### config.mk
export PLATFORM = sky130hd
export DESIGN_NAME = data_ram_arbiter_flat
export DESIGN_NICKNAME = d
export VERILOG_FILES = /design/src/rtl/data_ram_pkg.sv /design/src/rtl/data_ram_arbiter_if.sv /design/src/rtl/mem_lane_align.sv /design/src/rtl/data_ram_arbiter.sv /design/src/flat_wrapper.sv
export SDC_FILE = /design/constraint.sdc
export NUM_CORES = 1
export LEC_CHECK = 0
export BUFFER_PORTS_ARGS = -buffer_cell sky130_fd_sc_hd__clkbuf_2
export CAP_MARGIN = 20
export CORE_UTILIZATION = 43
export CTS_CLUSTER_DIAMETER = 50
export CTS_CLUSTER_SIZE = 10
export DETAILED_ROUTE_END_ITERATION = 6
export HOLD_SLACK_MARGIN = 0.03
export PLACE_DENSITY = 0.81
export SETUP_SLACK_MARGIN = 0.02
export SKIP_LAST_GASP = 1
export SLEW_MARGIN = 10
export SYNTH_ARGS = -nofsm -noshare
export SYNTH_HDL_FRONTEND = slang
export SYNTH_SLANG_ARGS = --single-unit
### constraint.sdc
create_clock -name clk -period 2.7 [get_ports clk]
set_input_delay 0 -clock clk [delete_from_list [all_inputs] [get_ports clk]]
set_output_delay 0 -clock clk [all_outputs]
set_load 0.05 [all_outputs]
### src/rtl/data_ram_pkg.sv
// data_ram_pkg: shared encodings and widths for the data RAM arbiter
package data_ram_pkg;
  typedef enum logic [1:0] {
    SIZE_B   = 2'b00,
    SIZE_H   = 2'b01,
    SIZE_W   = 2'b10,
    SIZE_RSV = 2'b11
  } size_e;
  localparam int AW = 7;
  localparam int WAW = 5;
  localparam int DW = 32;
  localparam logic M0 = 1'b0;
  localparam logic M1 = 1'b1;
endpackage

### src/rtl/data_ram_arbiter_if.sv
// data_ram_arbiter_if: one requester's access and response bundle
interface data_ram_arbiter_if #(parameter int AW = 7);
  logic req;
  logic we;
  logic [1:0] size;
  logic sext;
  logic [AW-1:0] addr;
  logic [31:0] wdata;
  logic gnt;
  logic rvalid;
  logic [31:0] rdata;
  logic err;
  modport master (output req, we, size, sext, addr, wdata, input gnt, rvalid, rdata, err);
  modport slave (input req, we, size, sext, addr, wdata, output gnt, rvalid, rdata, err);
endinterface

### src/rtl/mem_lane_align.sv
// mem_lane_align: byte-lane enables, write replication and load extraction
module mem_lane_align
  import data_ram_pkg::*;
(
  input  logic          we,
  input  logic [1:0]    size,
  input  logic [1:0]    off,
  input  logic [DW-1:0] wdata,
  input  logic          sext,
  input  logic [DW-1:0] rdata,
  output logic [3:0]    wen,
  output logic [DW-1:0] wdata_o,
  output logic          err,
  output logic [DW-1:0] ldata
);
  logic [15:0] sh;
  // misaligned or reserved accesses never write; loads take the addressed lanes
  always_comb begin
    err = size == SIZE_RSV || (size == SIZE_H && off[0]) || (size == SIZE_W && off != 2'b00);
    wen = (!we || err) ? 4'b0000 : size == SIZE_B ? 4'b0001 << off : size == SIZE_H ? 4'b0011 << off : 4'b1111;
    wdata_o = size == SIZE_B ? {4{wdata[7:0]}} : size == SIZE_H ? {2{wdata[15:0]}} : wdata;
    sh = 16'(rdata >> {off, 3'b000});
    ldata = size == SIZE_B ? {{24{sext & sh[7]}}, sh[7:0]} : size == SIZE_H ? {{16{sext & sh[15]}}, sh} : rdata;
  end
endmodule

### src/rtl/data_ram_arbiter.sv
// data_ram_arbiter: two-port round-robin arbiter with m1 burst lock in front of the data RAM
module data_ram_arbiter
  import data_ram_pkg::*;
#(
  parameter int LOCK_MAX = 8,
  parameter int AW = data_ram_pkg::AW
) (
  input  logic             clk,
  input  logic             rst,
  data_ram_arbiter_if.slave m0,
  data_ram_arbiter_if.slave m1,
  input  logic             m1_lock,
  output logic [3:0]       ram_wen,
  output logic [WAW-1:0]   ram_addr,
  output logic [DW-1:0]    ram_wdata,
  input  logic [DW-1:0]    ram_rdata
);
  localparam logic [7:0] LMAX = 8'(LOCK_MAX);
  logic last, locked, sel1, g0, g1, we, sext, err;
  logic rv0, rv1, e0, e1;
  logic [1:0] size;
  logic [AW-1:0] addr;
  logic [DW-1:0] wdata, ldata, rsp, rd0, rd1;
  logic [7:0] lcnt;
  // pick m1 on contention when locked under budget, otherwise round-robin
  always_comb begin
    sel1 = (m0.req & m1.req) ? (locked ? lcnt < LMAX : !last) : m1.req;
    g0 = !rst & m0.req & !sel1;
    g1 = !rst & m1.req & sel1;
  end
  // steer the granted request to the RAM; zeros when idle keep the bus defined
  always_comb begin
    we = g1 ? m1.we : g0 & m0.we;
    sext = g1 ? m1.sext : g0 & m0.sext;
    size = g1 ? m1.size : g0 ? m0.size : SIZE_B;
    addr = g1 ? m1.addr : g0 ? m0.addr : '0;
    wdata = g1 ? m1.wdata : g0 ? m0.wdata : '0;
  end
  mem_lane_align u_align (
    .we(we), .size(size), .off(addr[1:0]), .wdata(wdata), .sext(sext), .rdata(ram_rdata),
    .wen(ram_wen), .wdata_o(ram_wdata), .err(err), .ldata(ldata)
  );
  assign ram_addr = addr[AW-1:2];
  assign rsp = (we | err) ? '0 : ldata;
  // arbitration history, lock budget and one-cycle registered responses
  always_ff @(posedge clk) begin
    if (rst) begin
      last <= M1;
      locked <= 1'b0;
      lcnt <= '0;
      {rv0, rv1, e0, e1} <= '0;
      rd0 <= '0;
      rd1 <= '0;
    end else begin
      locked <= g1 & m1_lock;
      if (g0 | g1) last <= g1;
      lcnt <= (g0 | !m0.req | !m1_lock) ? '0 : g1 ? lcnt + 8'd1 : lcnt;
      rv0 <= g0;
      rv1 <= g1;
      e0 <= g0 & err;
      e1 <= g1 & err;
      rd0 <= g0 ? rsp : '0;
      rd1 <= g1 ? rsp : '0;
    end
  end
  assign m0.gnt = g0;
  assign m1.gnt = g1;
  assign m0.rvalid = rv0;
  assign m1.rvalid = rv1;
  assign m0.err = e0;
  assign m1.err = e1;
  assign m0.rdata = rd0;
  assign m1.rdata = rd1;
endmodule
### src/flat_wrapper.sv
// flat-port wrapper written by rule: the top's interface ports become plain ports
module data_ram_arbiter_flat import data_ram_pkg::*;
#(
  parameter int LOCK_MAX = 8,
  parameter int AW = data_ram_pkg::AW
)
  (clk, rst, m1_lock, ram_wen, ram_addr, ram_wdata, ram_rdata, m0_req, m0_we, m0_size, m0_sext, m0_addr, m0_wdata, m0_gnt, m0_rvalid, m0_rdata, m0_err, m1_req, m1_we, m1_size, m1_sext, m1_addr, m1_wdata, m1_gnt, m1_rvalid, m1_rdata, m1_err);
  data_ram_arbiter_if #(.AW(AW)) m0_i ();
  data_ram_arbiter_if #(.AW(AW)) m1_i ();
  input  logic clk;
  input  logic rst;
  input  logic m1_lock;
  output logic [3:0] ram_wen;
  output logic [WAW-1:0] ram_addr;
  output logic [DW-1:0] ram_wdata;
  input  logic [DW-1:0] ram_rdata;
  input wire logic [$bits(m0_i.req)-1:0] m0_req;
  input wire logic [$bits(m0_i.we)-1:0] m0_we;
  input wire logic [$bits(m0_i.size)-1:0] m0_size;
  input wire logic [$bits(m0_i.sext)-1:0] m0_sext;
  input wire logic [$bits(m0_i.addr)-1:0] m0_addr;
  input wire logic [$bits(m0_i.wdata)-1:0] m0_wdata;
  output wire logic [$bits(m0_i.gnt)-1:0] m0_gnt;
  output wire logic [$bits(m0_i.rvalid)-1:0] m0_rvalid;
  output wire logic [$bits(m0_i.rdata)-1:0] m0_rdata;
  output wire logic [$bits(m0_i.err)-1:0] m0_err;
  input wire logic [$bits(m1_i.req)-1:0] m1_req;
  input wire logic [$bits(m1_i.we)-1:0] m1_we;
  input wire logic [$bits(m1_i.size)-1:0] m1_size;
  input wire logic [$bits(m1_i.sext)-1:0] m1_sext;
  input wire logic [$bits(m1_i.addr)-1:0] m1_addr;
  input wire logic [$bits(m1_i.wdata)-1:0] m1_wdata;
  output wire logic [$bits(m1_i.gnt)-1:0] m1_gnt;
  output wire logic [$bits(m1_i.rvalid)-1:0] m1_rvalid;
  output wire logic [$bits(m1_i.rdata)-1:0] m1_rdata;
  output wire logic [$bits(m1_i.err)-1:0] m1_err;
  assign m0_i.req = m0_req;
  assign m0_i.we = m0_we;
  assign m0_i.size = m0_size;
  assign m0_i.sext = m0_sext;
  assign m0_i.addr = m0_addr;
  assign m0_i.wdata = m0_wdata;
  assign m0_gnt = m0_i.gnt;
  assign m0_rvalid = m0_i.rvalid;
  assign m0_rdata = m0_i.rdata;
  assign m0_err = m0_i.err;
  assign m1_i.req = m1_req;
  assign m1_i.we = m1_we;
  assign m1_i.size = m1_size;
  assign m1_i.sext = m1_sext;
  assign m1_i.addr = m1_addr;
  assign m1_i.wdata = m1_wdata;
  assign m1_gnt = m1_i.gnt;
  assign m1_rvalid = m1_i.rvalid;
  assign m1_rdata = m1_i.rdata;
  assign m1_err = m1_i.err;
  data_ram_arbiter #(.LOCK_MAX(LOCK_MAX), .AW(AW)) u_core (.clk(clk), .rst(rst), .m0(m0_i), .m1(m1_i), .m1_lock(m1_lock), .ram_wen(ram_wen), .ram_addr(ram_addr), .ram_wdata(ram_wdata), .ram_rdata(ram_rdata));
endmodule
* After elaboration in Yosys (flattened, before gate mapping) *
Cells that the tools add are included.

cells by class
  equality and inequality tests = 3
  $add $sub $neg = 1
  shift-type cells = 3
  multiplexer cells = 18
  magnitude comparators = 1
  reduce and logical (&&, ||, !) cells = 16
  bitwise gates (word level) = 18

operator list
  cell                                                  count
  two-way mux 32 bit                                    7
  >> shifter 32 x 5 -> 16 bit                           1
  two-way mux 7 bit                                     2
  AND 1 bit                                             12
  two-way mux 4 bit                                     3
  adder 8 x 1 -> 8 bit (second input constant)          1
  < comparator 8 x 4 -> 1 bit (second input constant)   1
  logical NOT 1 bit                                     6
  OR reduction 2 bit                                    3
  equality test 2 bit (second input constant)           2
  two-way mux 1 bit                                     4
  two-way mux 2 bit                                     2
  OR 1 bit                                              4
  left shift 1 x 2 -> 4 bit (first input constant)      1
  left shift 2 x 2 -> 4 bit (first input constant)      1
  logical OR 1 bit                                      3
  equality test 2 x 1 -> 1 bit (second input constant)  1
  logical AND 1 bit                                     2
  logical NOT 2 bit                                     1
  NOT 1 bit                                             2
  nonzero test 2 bit                                    1

storage, ports and cells
  bits of input ports = 123
  logic and storage cells = 69
  flip-flop bits (word level) = 78
  output and inout bits = 111

* Logic depth before layout (Yosys ltp) *
  depth after elaboration = 13
  gate-level depth with buffers = 10
  depth with buffers taken out = 8

* Modules after synthesis *
A second synthesis with hierarchy kept.

second synthesis, totals
  cell total of the unflattened synthesis = 473
  area total of the unflattened synthesis = 4380.5 um^2

modules (own cells, without submodules)
  module            area an instance (um^2)  cells an instance  sequential area each (um^2)  instances
  data_ram_arbiter  2806.4                   253                1561.5                       1
  mem_lane_align    1574.0                   220                0.0                          1

* Worst setup path before layout *
OpenSTA, ideal clock, no wires.

  path type = reg-to-output
  from = register u_core.lcnt[3]
  to = output port ram_wdata[26]
  cell stages (with the launch flop) = 9
  arrival = 3.144 ns
  path buffers = 3
  slack = -0.444 ns
  data required time = 2.700 ns
  path through = dfxtp_1 nor4_4 a22oi_4 clkinv_4 clkbuf_1 clkbuf_1 buf_1 a221oi_1 nor2_1

between the ends
  elaborated cells on any way between the ends = 14
  classes of those cells = order compare (1); eq/ne (1); mux (8); bitwise (2); reduce/logical (2)

RTL lines
  what                               RTL line                source
  from (decl)                        data_ram_arbiter.sv:24  logic [7:0] lcnt;
  from (signal assigned)             data_ram_arbiter.sv:57  lcnt <= (g0 | !m0.req | !m1_lock) ? '0 : g1 ? lcnt + 8'd1 : lcnt;
  < comparator 8 x 4 -> 1 bit *      data_ram_arbiter.sv:27  sel1 = (m0.req & m1.req) ? (locked ? lcnt < LMAX : !last) : m1.req;
  two-way mux 1 bit * (2 in series)  data_ram_arbiter.sv:27
  AND 1 bit *                        data_ram_arbiter.sv:29  g1 = !rst & m1.req & sel1;
  via m1_gnt                         flat_wrapper.sv:33      output wire logic [$bits(m1_i.gnt)-1:0] m1_gnt;
  two-way mux 2 bit                  data_ram_arbiter.sv:35  size = g1 ? m1.size : g0 ? m0.size : SIZE_B;
  equality test 2 x 1 -> 1 bit       mem_lane_align.sv:21    wdata_o = size == SIZE_B ? {4{wdata[7:0]}} : size == SIZE_H ? {2{wdata[15:0]}} : wdata;
  two-way mux 32 bit                 mem_lane_align.sv:21
  two-way mux 32 bit *               mem_lane_align.sv:21
  to (decl)                          flat_wrapper.sv:15      output logic [DW-1:0] ram_wdata;

Mark *: on every way through the listed nets, which the timed path passes. The rest lies on a longest branch.

* Worst setup path after layout *
  from = register u_core.locked
  to = output port ram_wdata[31]

between the ends
  longest elaborated chain between the ends = 9
  elaborated cells on any way between the ends = 13
  classes of those cells = eq/ne (1); mux (8); bitwise (2); reduce/logical (2)

RTL lines
  what                               RTL line                source
  from (decl)                        data_ram_arbiter.sv:19  logic last, locked, sel1, g0, g1, we, sext, err;
  from (signal assigned)             data_ram_arbiter.sv:55  locked <= g1 & m1_lock;
  two-way mux 1 bit * (2 in series)  data_ram_arbiter.sv:27
  logical NOT 1 bit                  data_ram_arbiter.sv:28  g0 = !rst & m0.req & !sel1;
  AND 1 bit                          data_ram_arbiter.sv:28
  two-way mux 2 bit (2 in series)    data_ram_arbiter.sv:35
  equality test 2 x 1 -> 1 bit       mem_lane_align.sv:21
  two-way mux 32 bit                 mem_lane_align.sv:21
  two-way mux 32 bit *               mem_lane_align.sv:21

Mark *: on every way between the ends. The rest lies on a longest branch, timed or not.

==> results.tsv <==
metric	value	unit
cts_buffer_depth	2	
finalWirelength	14.4	mm
initial_utilization	45.4	%
synth_area	3810	sq um
cpPeakStageDelay	350	ps
cp_slowest_cell	dfxtp_1	
syn-num-nets	578	
r2r_setup_slack	190	ps
top_level_ports	234	
required	2700	ps
clkPwrFrac	24.4	%
yosys.area_share.simple	22.3	%
viasPerCell	5.61	
ant_nets	0	
insertion_delay	360	ps
timing.fmax	0.384	GHz
p_leak	2.98	nW
synth.distinct_cells	53	
clock_skew	11.6	ps
cts_tree	built	
avgSynthCellArea	8.38	sq um
place.gp.congestion	0.924	
ir_worst_vdd	289	uV
whs_path_depth	3	
multi_input_area	2150	sq um
avgRoutedWirePerCell	17.1	um
area_growth	63.4	%
place_hpwl	10.6	mm
comb_power_share	39.7	%
portBuffers	233	
final_layout_size_suffix_gt1_share	46.1	%
drt_pass1_iterations	7	
ys_warn_count	0	
synth_compound_area_share	27.0	%
grt_use_met3	7.50	%
r2r_cells	11	
relSlewSlack	63.7	%
status	completed	
synth-seq-cells	78	
cp_max_fo	14	
diodes	0	
floorplan.rows	33	
crit_cells	12	
cts_root_buffer	clkbuf_8	
first_iter_violations	210	
synth.area.mux_share	1.84	%
seq_power_share	36.0	%
grt_max_degree	33	
ys_async_sr_fraction	0	%
critical_path_buf_inv_count	5	
cp-start-kind	flip-flop	
grt_pass1_vias	4553	
synth_seq_area_share	41.0	%
cts.sinks	78	
fin_util	74.2	%
crit_type	reg2out	
n_fill_cell	635	
antenna_found_initial	0	
grtUsageTotal	31.1	%
clkTransAtPathRegs	90	ps
ys.flop_type	dfxtp_1	
hold_viol	0	
synth_fa_ha_area_share	0.329	%
intPower	0.00202	W
end_kind	output pin	
die-area	9230	sq um
cts_max_level	3	
maxCapViolCount	0	
synth_top_family_by_area	compound AO/OA/AOI/OAI gates	
drc	0	
grt_pass1_wl	21.5	mm
rsz0062_at_grt	true	
die_h	96.1	um
met2_usage	57.1	%
finalPower	0.00337	W
syn_inst	454	
period_share	96.4	%
post-route-min-period	2600	ps
worstPathArrival	2600	ps
power.share.switching	40.0	%
setup_viol_count_final	0	
worstPathCellList	and4bb_1 -> a22oi_4 -> clkinv_4 -> buf_16 -> a22oi_2 -> buf_4 -> buf_12 -> a221oi_2 -> a21oi_1 -> nor2_1 -> nor2_1 -> buf_4	
synth_xor_area_share	1.61	%
layout.nets	859	
synth-edff-count	0	
cts_buffers	9	
seq_area	1570	sq um
busiest_layer	met2	
dr_total_vias	4739	
min_path_type	in2reg	
core_area	8380	sq um
use_met1	33.1	%
slew_viol_final	0	
power.switching	0.00135	W
fp.dieW	96.1	um
grt_overflow	0	
p_per_area	542	nW/um^2
tightest_slew	543	ps
critPathTopFamily	buffers and inverters	
path summary, 6_finish.rpt:
| path | start | endpoint |
|---|---|---|
| worst max-delay path | u_core.locked | ram_wdata[31] |
| worst min-delay path | ram_rdata[15] | u_core.m1.rdata[15] |
| worst max register to register | u_core.locked | u_core.m0.rdata[1] |
| worst min register to register | u_core.lcnt[0] | u_core.lcnt[0] |
flip-flops by register name, indices dropped and copies added, names as in the netlist:
| name | cells |
|---|---|
| u_core.last | 1 |
| u_core.lcnt | 8 |
| u_core.locked | 1 |
| u_core.m0.err | 1 |
| u_core.m0.rdata | 32 |
| u_core.m0.rvalid | 1 |
| u_core.m1.err | 1 |
| u_core.m1.rdata | 32 |
| u_core.m1.rvalid | 1 |
metal layers:
metal	share of wire (%)	vias to the layer above
met2	53	266
met4	3.0	0
met3	7.3	32
met5	0	-
li1	-	2232
met1	37	2209
through the flow:
stage	cells	worst slack, ps	instance area [sq um]	setup TNS (ps)	hold slack, ps
after floorplan	454	-42.1	3860	-77.0	112
after global placement	783	206	5440	0	261
after detailed placement	783	127	5440	0	261
after CTS	839	29.0	6060	0	69.9
after global routing	845	-51.8	6220	-95.2	91.5
final	845	96.6	6220	0	74.1
layout make-up:
class / count / share of cell area, %
Clock buffer: 9 / 1.99
Clock inverter: 7 / 1.01
Inverter: 12 / 0.805
Sequential cell: 78 / 25.2
Timing Repair Buffer: 305 / 34.2
Tap cell: 105 / 2.11
Multi-Input combinational cell: 329 / 34.6
power by group through the flow:
stage | sequential (W) | clock [W] | combinational, W
floorplan | 0.00140 | 0 | 0.000635
global placement | 0.00124 | 0 | 0.00122
detailed placement | 0.00124 | 0 | 0.00123
CTS | 0.00121 | 0.000827 | 0.00129
global route | 0.00122 | 0.000896 | 0.00141
finish | 0.00121 | 0.000821 | 0.00134
tightest hold or removal path: stages:
cell      delay (ps)
clkbuf_2         120
o21ai_0          160
nor2_1           110
synth_stat cells (all sizes together), types with 2 or more instances:
cell type	n	share of area, %
o22ai	12	2.1
a21oi	31	4.2
nor3	40	5.5
inv	11	1.1
o211ai	2	0.39
a311oi	2	0.92
o21bai	2	0.59
dfxtp	78	41
a2bb2oi	5	1.2
nor2	81	8.1
a221oi	33	7.6
nand4	3	0.49
xor2	6	1.4
a22o	10	2.3
clkbuf	12	1.2
o21ai	7	0.92
nand2b	2	0.33
o31ai	2	0.39
nor4	2	0.72
nand3	11	1.7
buf	23	3.4
mux2i	7	1.8
nor2b	2	0.33
and3	6	0.99
a22oi	16	3.9
nand2	34	3.4
cells by family (layout without fill, tap and decap cells):
logic type,after synthesis,after routing
compound gates,130,130
xor+xnor,7,7
fa+ha+maj,1,1
buf+inv,47,333
flops,78,78
mux,7,7
simple gates,184,184
placed cells by master (no fill, tap or decap), types with 7 or more instances in the layout:
cell,netlist,routed
clkbuf_2,0,211
dfxtp_1,78,73
nor2_1,80,72
nor3_1,38,35
dlygate4sd3_1,0,35
nand2_1,34,34
a221oi_1,33,29
buf_4,2,27
a21oi_1,30,22
buf_12,0,17
inv_1,11,11
o22ai_1,11,11
a21oi_2,1,9
nand3_1,9,9
clkbuf_8,0,9
a22o_1,10,8
a22oi_1,12,8
a22oi_2,3,7
nor2_2,1,7
mux2i_1,7,7
repair_timing:
| action | CTS | global route |
|---|---|---|
| cloned | 1 | 1 |
| pin swaps | 5 | 5 |
| hold buffers | 35 | 0 |
| resized for setup | 9 | 32 |
| endpoints found under the setup margin | 23 | 58 |
| setup buffers | 4 | 5 |
| hold endpoints to repair | 62 | 0 |
No activity file was read; power rests on OpenSTA's default activity.
